### src/rtl/student_circuit_pkg.sv
// Shared types and constants for the registered student data-transform block.
package student_circuit_pkg;

  typedef enum logic [1:0] {
    IDLE  = 2'd0,
    COUNT = 2'd1,
    HOLD  = 2'd2
  } state_t;

  localparam logic [1:0] KIND_PASS = 2'b00;
  localparam logic [1:0] KIND_INV  = 2'b01;
  localparam logic [1:0] KIND_POP  = 2'b10;

  // Bits needed to hold values 0..v-1.
  function automatic int clog2(input int v);
    int r;
    r = 0;
    while ((1 << r) < v) r++;
    return r;
  endfunction

endpackage

### src/rtl/student_circuit_seq_popcount_chunk.sv
// Combinational population count of an N-bit slice.
module popcount_chunk
  import student_circuit_pkg::*;
#(
  parameter int N = 2,
  localparam int CW = clog2(N + 1)
) (
  input  logic [N-1:0]  bits,
  output logic [CW-1:0] count
);

  always_comb begin
    count = '0;
    for (int i = 0; i < N; i++)
      count = count + CW'(bits[i]);
  end

endmodule

### src/rtl/student_circuit_seq.sv
// Registered classify-and-transform unit: invert, iterative popcount or pass.
module student_circuit_seq
  import student_circuit_pkg::*;
#(
  parameter int          WIDTH          = 8,
  parameter int          BITS_PER_CYCLE = 2,
  parameter logic [3:0]  MATCH_NIBBLE   = 4'b0011
) (
  input  logic             clk,
  input  logic             clear,
  input  logic [WIDTH-1:0] in_data,
  input  logic             in_valid,
  output logic             in_ready,
  output logic [WIDTH-1:0] out_data,
  output logic [1:0]       out_kind,
  output logic             out_valid,
  input  logic             out_ready,
  output logic             busy
);

  localparam int STEPS = WIDTH / BITS_PER_CYCLE;
  localparam int AW    = clog2(WIDTH + 1);
  localparam int CW    = clog2(BITS_PER_CYCLE + 1);
  localparam int SW    = clog2(STEPS + 1);

  state_t           state;
  logic [WIDTH-1:0] shift;
  logic [AW-1:0]    acc;
  logic [SW-1:0]    step;
  logic [CW-1:0]    chunk;
  logic [AW-1:0]    acc_nxt;
  logic             is_inv;
  logic             is_pop;

  popcount_chunk #(.N(BITS_PER_CYCLE)) u_chunk (
    .bits  (shift[BITS_PER_CYCLE-1:0]),
    .count (chunk)
  );

  assign acc_nxt  = acc + AW'(chunk);
  assign is_inv   = in_data[WIDTH-1:WIDTH-4] == MATCH_NIBBLE;
  assign is_pop   = in_data[WIDTH-1];
  assign in_ready = state == IDLE;
  assign busy     = state != IDLE;

  always_ff @(posedge clk or posedge clear) begin
    if (clear) begin
      state     <= IDLE;
      shift     <= '0;
      acc       <= '0;
      step      <= '0;
      out_data  <= '0;
      out_kind  <= KIND_PASS;
      out_valid <= 1'b0;
    end else begin
      unique case (state)
        IDLE: begin
          if (in_valid) begin
            shift <= in_data;
            acc   <= '0;
            step  <= '0;
            // Nibble match outranks the MSB popcount trigger.
            priority case (1'b1)
              is_inv: begin
                out_data  <= ~in_data;
                out_kind  <= KIND_INV;
                out_valid <= 1'b1;
                state     <= HOLD;
              end
              is_pop: begin
                state <= COUNT;
              end
              default: begin
                out_data  <= in_data;
                out_kind  <= KIND_PASS;
                out_valid <= 1'b1;
                state     <= HOLD;
              end
            endcase
          end
        end
        COUNT: begin
          acc   <= acc_nxt;
          shift <= shift >> BITS_PER_CYCLE;
          step  <= step + 1'b1;
          if (step == SW'(STEPS - 1)) begin
            out_data  <= WIDTH'(acc_nxt);
            out_kind  <= KIND_POP;
            out_valid <= 1'b1;
            state     <= HOLD;
          end
        end
        HOLD: begin
          if (out_ready) begin
            out_valid <= 1'b0;
            state     <= IDLE;
          end
        end
        default: state <= IDLE;
      endcase
    end
  end

endmodule

### config.mk
export PLATFORM = sky130hd
export DESIGN_NAME = student_circuit_seq
export DESIGN_NICKNAME = d
export VERILOG_FILES = /design/src/rtl/student_circuit_pkg.sv /design/src/rtl/student_circuit_seq_popcount_chunk.sv /design/src/rtl/student_circuit_seq.sv
export SDC_FILE = /design/constraint.sdc
export NUM_CORES = 1
export LEC_CHECK = 0
export ABC_AREA = 1
export BUFFER_PORTS_ARGS = -buffer_cell sky130_fd_sc_hd__buf_2
export CAP_MARGIN = 20
export CORE_ASPECT_RATIO = 2
export CORE_MARGIN = 10
export CORE_UTILIZATION = 30
export DETAILED_ROUTE_END_ITERATION = 8
export HOLD_SLACK_MARGIN = 0.03
export SYNTH_ARGS = -nofsm -noshare
export SYNTH_HDL_FRONTEND = slang
export SYNTH_SLANG_ARGS = --single-unit
### constraint.sdc
create_clock -name clk -period 4.5 [get_ports clk]
set_input_delay 0.225 -clock clk [delete_from_list [all_inputs] [get_ports clk]]
set_output_delay 0.225 -clock clk [all_outputs]
set_load 0.01 [all_outputs]
==> results of run 1 <==
-- metrics by stage --
step / area, sq um / hold slack (ps)
floorplan: 1440 / 290
CTS: 1690 / 128
global placement: 1580 / 425
finish: 1690 / 126
global route: 1690 / 129
detailed placement: 1610 / 301
-- per-layer routing --
layer / routed length, microns / vias up
li1: - / 583
met1: 1260 / 528
met2: 1580 / 26
met3: 202 / 10
met4: 133 / 0
met5: 0 / -
-- cells by family (layout without fill, tap and decap cells) --
kind of cell               after synthesis  after routing  synth area share, %
and+or+nand+nor                         84             84                 26.1
adders and majority gates                4              4                 3.99
DFF                                     28             28                 48.6
AOI/OAI and AO/OA                       24             24                 12.0
buffers and inverters                   25             51                 9.29
-- worst max-delay path: cells and delay by family (launching register included) --
| kind | cells | cell delay (ps) |
|---|---|---|
| and+or+nand+nor | 3 | 440 |
| DFF | 1 | 400 |
| adders and majority gates | 2 | 380 |
| buffers and inverters | 2 | 200 |
| AOI/OAI and AO/OA | 1 | 70 |
-- cell type report --
| cell class | count | area, sq um |
|---|---|---|
| inverters | 21 | 83.8 |
| well taps | 55 | 68.8 |
| repair buffers | 26 | 158 |
| multi-input cells | 112 | 607 |
| clock buffers | 3 | 41.3 |
| flip-flops and latches | 28 | 701 |
| fillers | 518 | 2950 |
| clock inverters | 1 | 30.0 |
-- cell usage in the layout (no fill, tap or decap), drive strengths merged --
master,synthesis,routed
a21oi,2,2
nand4,3,3
dlygate4sd3,0,1
o31ai,1,1
bufinv,0,1
nor2,6,6
fa,1,1
buf,4,25
ha,3,3
o21ai,17,17
dfrtp,28,28
nand2,60,60
a22o,1,1
clkbuf,0,3
o22ai,3,3
nand3b,1,1
nand3,14,14
inv,21,21
-- final timing paths --
path / to / cells past startpoint / slack [ps] / startpoint
max: out_data[6] / 8 / 2900 / step[0]
min: state[1] / 2 / 130 / out_ready
max reg2reg: out_data[6] / 8 / 2900 / step[0]
min reg2reg: out_valid / 2 / 480 / out_valid
max in group asynchronous: out_valid / 4 / 3510 / clear
min in group asynchronous: acc[1] / 3 / 520 / clear
-- sequential cells by signal, summed over array words and instances, names as in the netlist --
signal / count
out_data: 8
shift: 8
acc: 4
step: 3
out_kind: 2
state: 2
out_valid: 1
-- power by group --
| group | switching (mW) | internal (mW) | leakage, nW |
|---|---|---|---|
| Clock | 0.0827 | 0.119 | 0.0357 |
| Sequential | 0.0545 | 0.350 | 0.359 |
| Combinational | 0.309 | 0.172 | 0.521 |
==> flow_metrics.py, run 1 <==
metrics = {
    "critical_path": {
        "cp_slowest_cell": "dfrtp_1",
        "start_kind": "flip-flop",
        "crit_path_end_kind": "flip-flop",
        "required_ps": 4680,
        "worst_ep_arrival_time_ps": 1780,
        "slowest_delay_ps": 400,
        "worstSetupPathType": "reg -> reg",
        "crit_fanout": 15,
        "crit_chain": "ha_1 -> ha_1 -> inv_1 -> a21oi_1 -> nand2_2 -> inv_2 -> nand2_1 -> nand3_1",
        "crit_top_cell": "ha_1",
    },
    "floorplanning": {
        "design.die.area_sq_um": 8150,
        "coreArea_sq_um": 4640,
        "fp.dieH_microns": 118,
        "start_util_pct": 31.1,
        "rows": 35,
        "die_w_microns": 69.0,
        "io_pins": 25,
    },
    "synthesis": {
        "ys_ff_latch": 28,
        "synth_area_leaders": "dfrtp_1 49%, nand2_1 15%, nand3_1 4.9%",
        "async_flop_share_pct": 100,
        "ys_dominant_reg_cell": "dfrtp_1",
        "yosysWarnings": 0,
        "synth_top_area_cell": "dfrtp_1",
        "synth_edf_count": 0,
        "synth_nets": 181,
        "ys_seq_area_share_pct": 48.6,
        "synth_most_common_cell": "nand2_1",
        "avgSynthCellArea_sq_um": 8.74,
        "yosysTopAreaCellShare_pct": 48.6,
        "syn_inst": 165,
        "synthTopCellsByCount": "56 x nand2_1, 28 x dfrtp_1, 18 x inv_1",
        "syn-cell-area_sq_um": 1440,
        "netlist-cell-type-count": 23,
    },
    "clock_network": {
        "cts_buffers": 3,
        "cts_sinks": 28,
        "cts-root-buf": "clkbuf_8",
        "ctsResizeCount": 0,
        "h-tree-depth": 1,
        "clk_latency_ps": 280,
        "cts_tree": "done",
        "cts_hold_buf": 1,
        "cts_setup_buffers": 0,
        "clk_pin_slew_ps": 100,
        "clockBufferDepth": 2,
    },
    "grt": {
        "grt_overflow": 0,
        "grt_pass1_vias": 1250,
        "grt_pass1_wl_microns": 5690,
        "met3_usage_pct": 2.28,
        "busiest_layer": "met2",
        "grt_usage_pct": 8.22,
        "grtUsageMet1_pct": 8.30,
        "grt_max_degree": 23,
        "use_met2_pct": 14.0,
        "antenna_found_initial": 0,
    },
    "placement": {
        "dp_cells": 241,
        "io_buffers": 24,
        "finalWeightedCongestion": 0.865,
        "hpwl_microns": 2570,
        "place_ws_ps": 2900,
    },
    "routing": {
        "drcViolationCount": 0,
        "wl_microns": 3180,
        "dr_total_vias": 1147,
        "drtAntennaViolNets": 0,
        "viasPerCell": 4.66,
        "wl_per_cell_microns": 12.9,
        "drt_iter0_drc": 26,
        "dr.pass1.iters": 4,
    },
    "sta": {
        "post-route-min-period_ps": 1600,
        "slew_headroom_pct": 63.3,
        "grt_setup_unrepaired": "no",
        "max_freq_mhz": 625,
        "slew_viol_final": 0,
        "setup_violations": 0,
        "setup_tns_ps": 0,
        "hold_violations": 0,
        "finalCritPeriodShare_pct": 35.5,
        "finalClockSkew_ps": 6.51,
        "setup_ws_ps": 2900,
        "tightest_slew_ps": 549,
    },
    "outcome": {
        "status": "complete, no violations",
    },
    "power": {
        "p_leak_nw": 0.916,
        "finalPower_mw": 1.09,
        "peakVddDrop_mv": 0.184,
        "pwr_density_cell_nw_per_um2": 643,
    },
    "cells_and_area": {
        "drive_above_1_share_pct": 24.6,
        "num_antenna_cells": 0,
        "stdcell_count": 246,
        "finish.utilization_pct": 36.4,
        "final_nets": 208,
        "area_delta_synth_final_pct": 17.2,
    },
    "flow_run": {
        "maxCapViolCount": 0,
    },
    "hold_path": {
        "hp-class": "in -> reg",
    },
}
(Power assumes the default switching activity.)
==> run 2: changes to the inputs <==
Clock period 4.5 ns to 1.61 ns, I/O delays scaled along.
==> run 2 against run 1 <==
- maximum frequency grew 8.0%
- die area is the same
- critical endpoint is now out_data[2]
- clock power grew 84%
- global-route usage is essentially flat
- final cell count grew 2.4%
- hold slack lost 36 ps
- via count grew 0.61%
- sequential share of layout area shrank 0.55 points
- count of clock-buffer cells in the layout is the same
- setup slack lost 2800 ps
- sequential power grew to 2.8 times the previous value
- utilization grew 0.49 points
==> flow_metrics.py, run 2 (synthesis gave the netlist of run 1 again) <==
metrics = {
    "critical_path": {
        "worstSetupPathType": "reg -> reg",
        "crit_path_end_kind": "flip-flop",
        "start_kind": "flip-flop",
        "r2r_cells": 9,
        "crit_fanout": 2,
        "r2r_slack_ps": 130,
        "worst_ep_arrival_time_ps": 1690,
        "endpoint": "out_data[2]",
        "regToRegStartpoint": "shift[0]",
        "required_ps": 1820,
        "reg2reg_to": "out_data[2]",
        "startpoint": "shift[0]",
    },
    "grt": {
        "grt_overflow": 0,
        "grt_usage_pct": 8.18,
        "grt_max_degree": 29,
        "grt_pass1_wl_microns": 5690,
        "antenna_found_initial": 0,
        "grt_pass1_vias": 1246,
    },
    "placement": {
        "finalWeightedCongestion": 0.835,
        "io_buffers": 24,
        "dpl-instance-area_sq_um": 1620,
        "hpwl_microns": 2490,
    },
    "floorplanning": {
        "rows": 35,
        "die_w_microns": 69.0,
        "design.die.area_sq_um": 8150,
        "io_pins": 25,
        "start_util_pct": 31.1,
        "fp.dieH_microns": 118,
        "coreArea_sq_um": 4640,
    },
    "sta": {
        "setup_tns_ps": 0,
        "hold_violations": 0,
        "holdWs_ps": 89.2,
        "slew_viol_final": 0,
        "tightest_slew_ps": 368,
        "grt_setup_unrepaired": "no",
        "slew_headroom_pct": 75.4,
        "post-route-min-period_ps": 1480,
        "finalCritPeriodShare_pct": 92.0,
        "setup_violations": 0,
        "finalClockSkew_ps": 3.40,
        "max_freq_mhz": 675,
    },
    "routing": {
        "dr_total_vias": 1154,
        "wl_per_cell_microns": 12.6,
        "drcViolationCount": 0,
        "wl_microns": 3180,
        "dr.pass1.iters": 4,
        "viasPerCell": 4.58,
        "drt_iter0_drc": 37,
        "drtAntennaViolNets": 0,
    },
    "cells_and_area": {
        "area_delta_synth_final_pct": 18.7,
        "finish.utilization_pct": 36.9,
        "layout_common_cells": "55 x nand2_1, 28 x dfrtp_1, 24 x buf_2, 16 x inv_1, 14 x nand3_1",
        "num_antenna_cells": 0,
        "n_fill_cell": 516,
        "multiInputGateArea_sq_um": 624,
        "seqCellArea_sq_um": 701,
        "fin_area_sq_um": 1710,
        "final_nets": 215,
        "top_regs": "out_data x8, shift x8, acc x4",
        "drive_above_1_share_pct": 28.9,
        "layout_commonest_cell": "nand2_1",
    },
    "clock_network": {
        "cts_sinks": 28,
        "cts_tree": "done",
        "clk_pin_slew_ps": 90,
        "clk_latency_ps": 270,
        "clockBufferDepth": 2,
        "cts-root-buf": "clkbuf_8",
        "cts_buffers": 3,
        "h-tree-depth": 1,
    },
    "power": {
        "peakVddDrop_mv": 0.551,
        "p_leak_nw": 0.923,
        "finalPower_mw": 2.98,
        "pwr_density_cell_nw_per_um2": 1740,
    },
    "outcome": {
        "status": "complete, no violations",
    },
    "hold_path": {
        "hp-class": "in -> reg",
    },
    "flow_run": {
        "maxCapViolCount": 0,
    },
}
-- run 2: cell types whose count changed in the layout (fill, tap and decap cells not counted) --
cell	change
buf_4	+7
inv_2	+2
buf_16	-1
ha_1	-1
nand2_2	+1
inv_1	-2
ha_4	+1
fa_1	-1
bufinv_16	-1
dlygate4sd3_1	+1
fa_2	+1
nand2_1	-1
-- run 2: metrics by stage --
| step | std cells | setup slack, ps |
|---|---|---|
| 3_5_place_dp | 245 | 66.9 |
| 5_1_grt | 252 | 2.69 |
| 4_1_cts | 250 | 43.8 |
| 6_report | 252 | 129 |
| 2_1_floorplan | 165 | 172 |
| 3_3_place_gp | 245 | 116 |
-- run 2: worst min-delay path by stage --
stage | from | end | slack [ps] | cells after the start
after detailed placement | clear | acc[1] | 170 | 3
after floorplan | clear | acc[0] | 150 | 1
after CTS | in_data[6] | out_data[6] | 80 | 3
after global routing | in_data[5] | out_data[5] | 110 | 3
final | in_data[6] | shift[6] | 90 | 3
after global placement | clear | out_data[3] | 160 | 3
-- run 2: timing repair --
item | in CTS | in global routing
endpoints found under the hold margin | 29 | 0
hold buffers | 2 | 0
setup buffers | 0 | 2
resized for setup | 0 | 6
setup endpoints to repair | 0 | 7
-- run 2: cell type report --
type                       count  share of cell area (%)
sequential                    28                    40.9
multi-input combinational    112                    36.5
clock buffer                   3                    2.41
inverter                      21                    4.90
tap                           55                    4.02
timing repair buffer          33                    11.3
-- run 2: metal layers --
| metal | track usage (%) | routed length [microns] |
|---|---|---|
| met5 | 0 | 0 |
| met2 | 14.8 | 1720 |
| met1 | 8.34 | 1260 |
| met4 | 4.56 | 62 |
| met3 | 1.69 | 141 |
-- run 2: report_power, final --
group          leakage, nW  internal [mW]  switching, mW
Combinational        0.542          0.579          0.894
Clock               0.0216          0.168          0.204
Sequential           0.359          0.977          0.153
-- run 2: critical path: stages (launching register included) --
cell      delay [ps]
dfrtp_1          340
inv_2             50
fa_2             380
inv_2             90
ha_4             130
nor2_1            30
nand3b_1         170
nand3_1          100
nand3_1           80
nand2_1           60
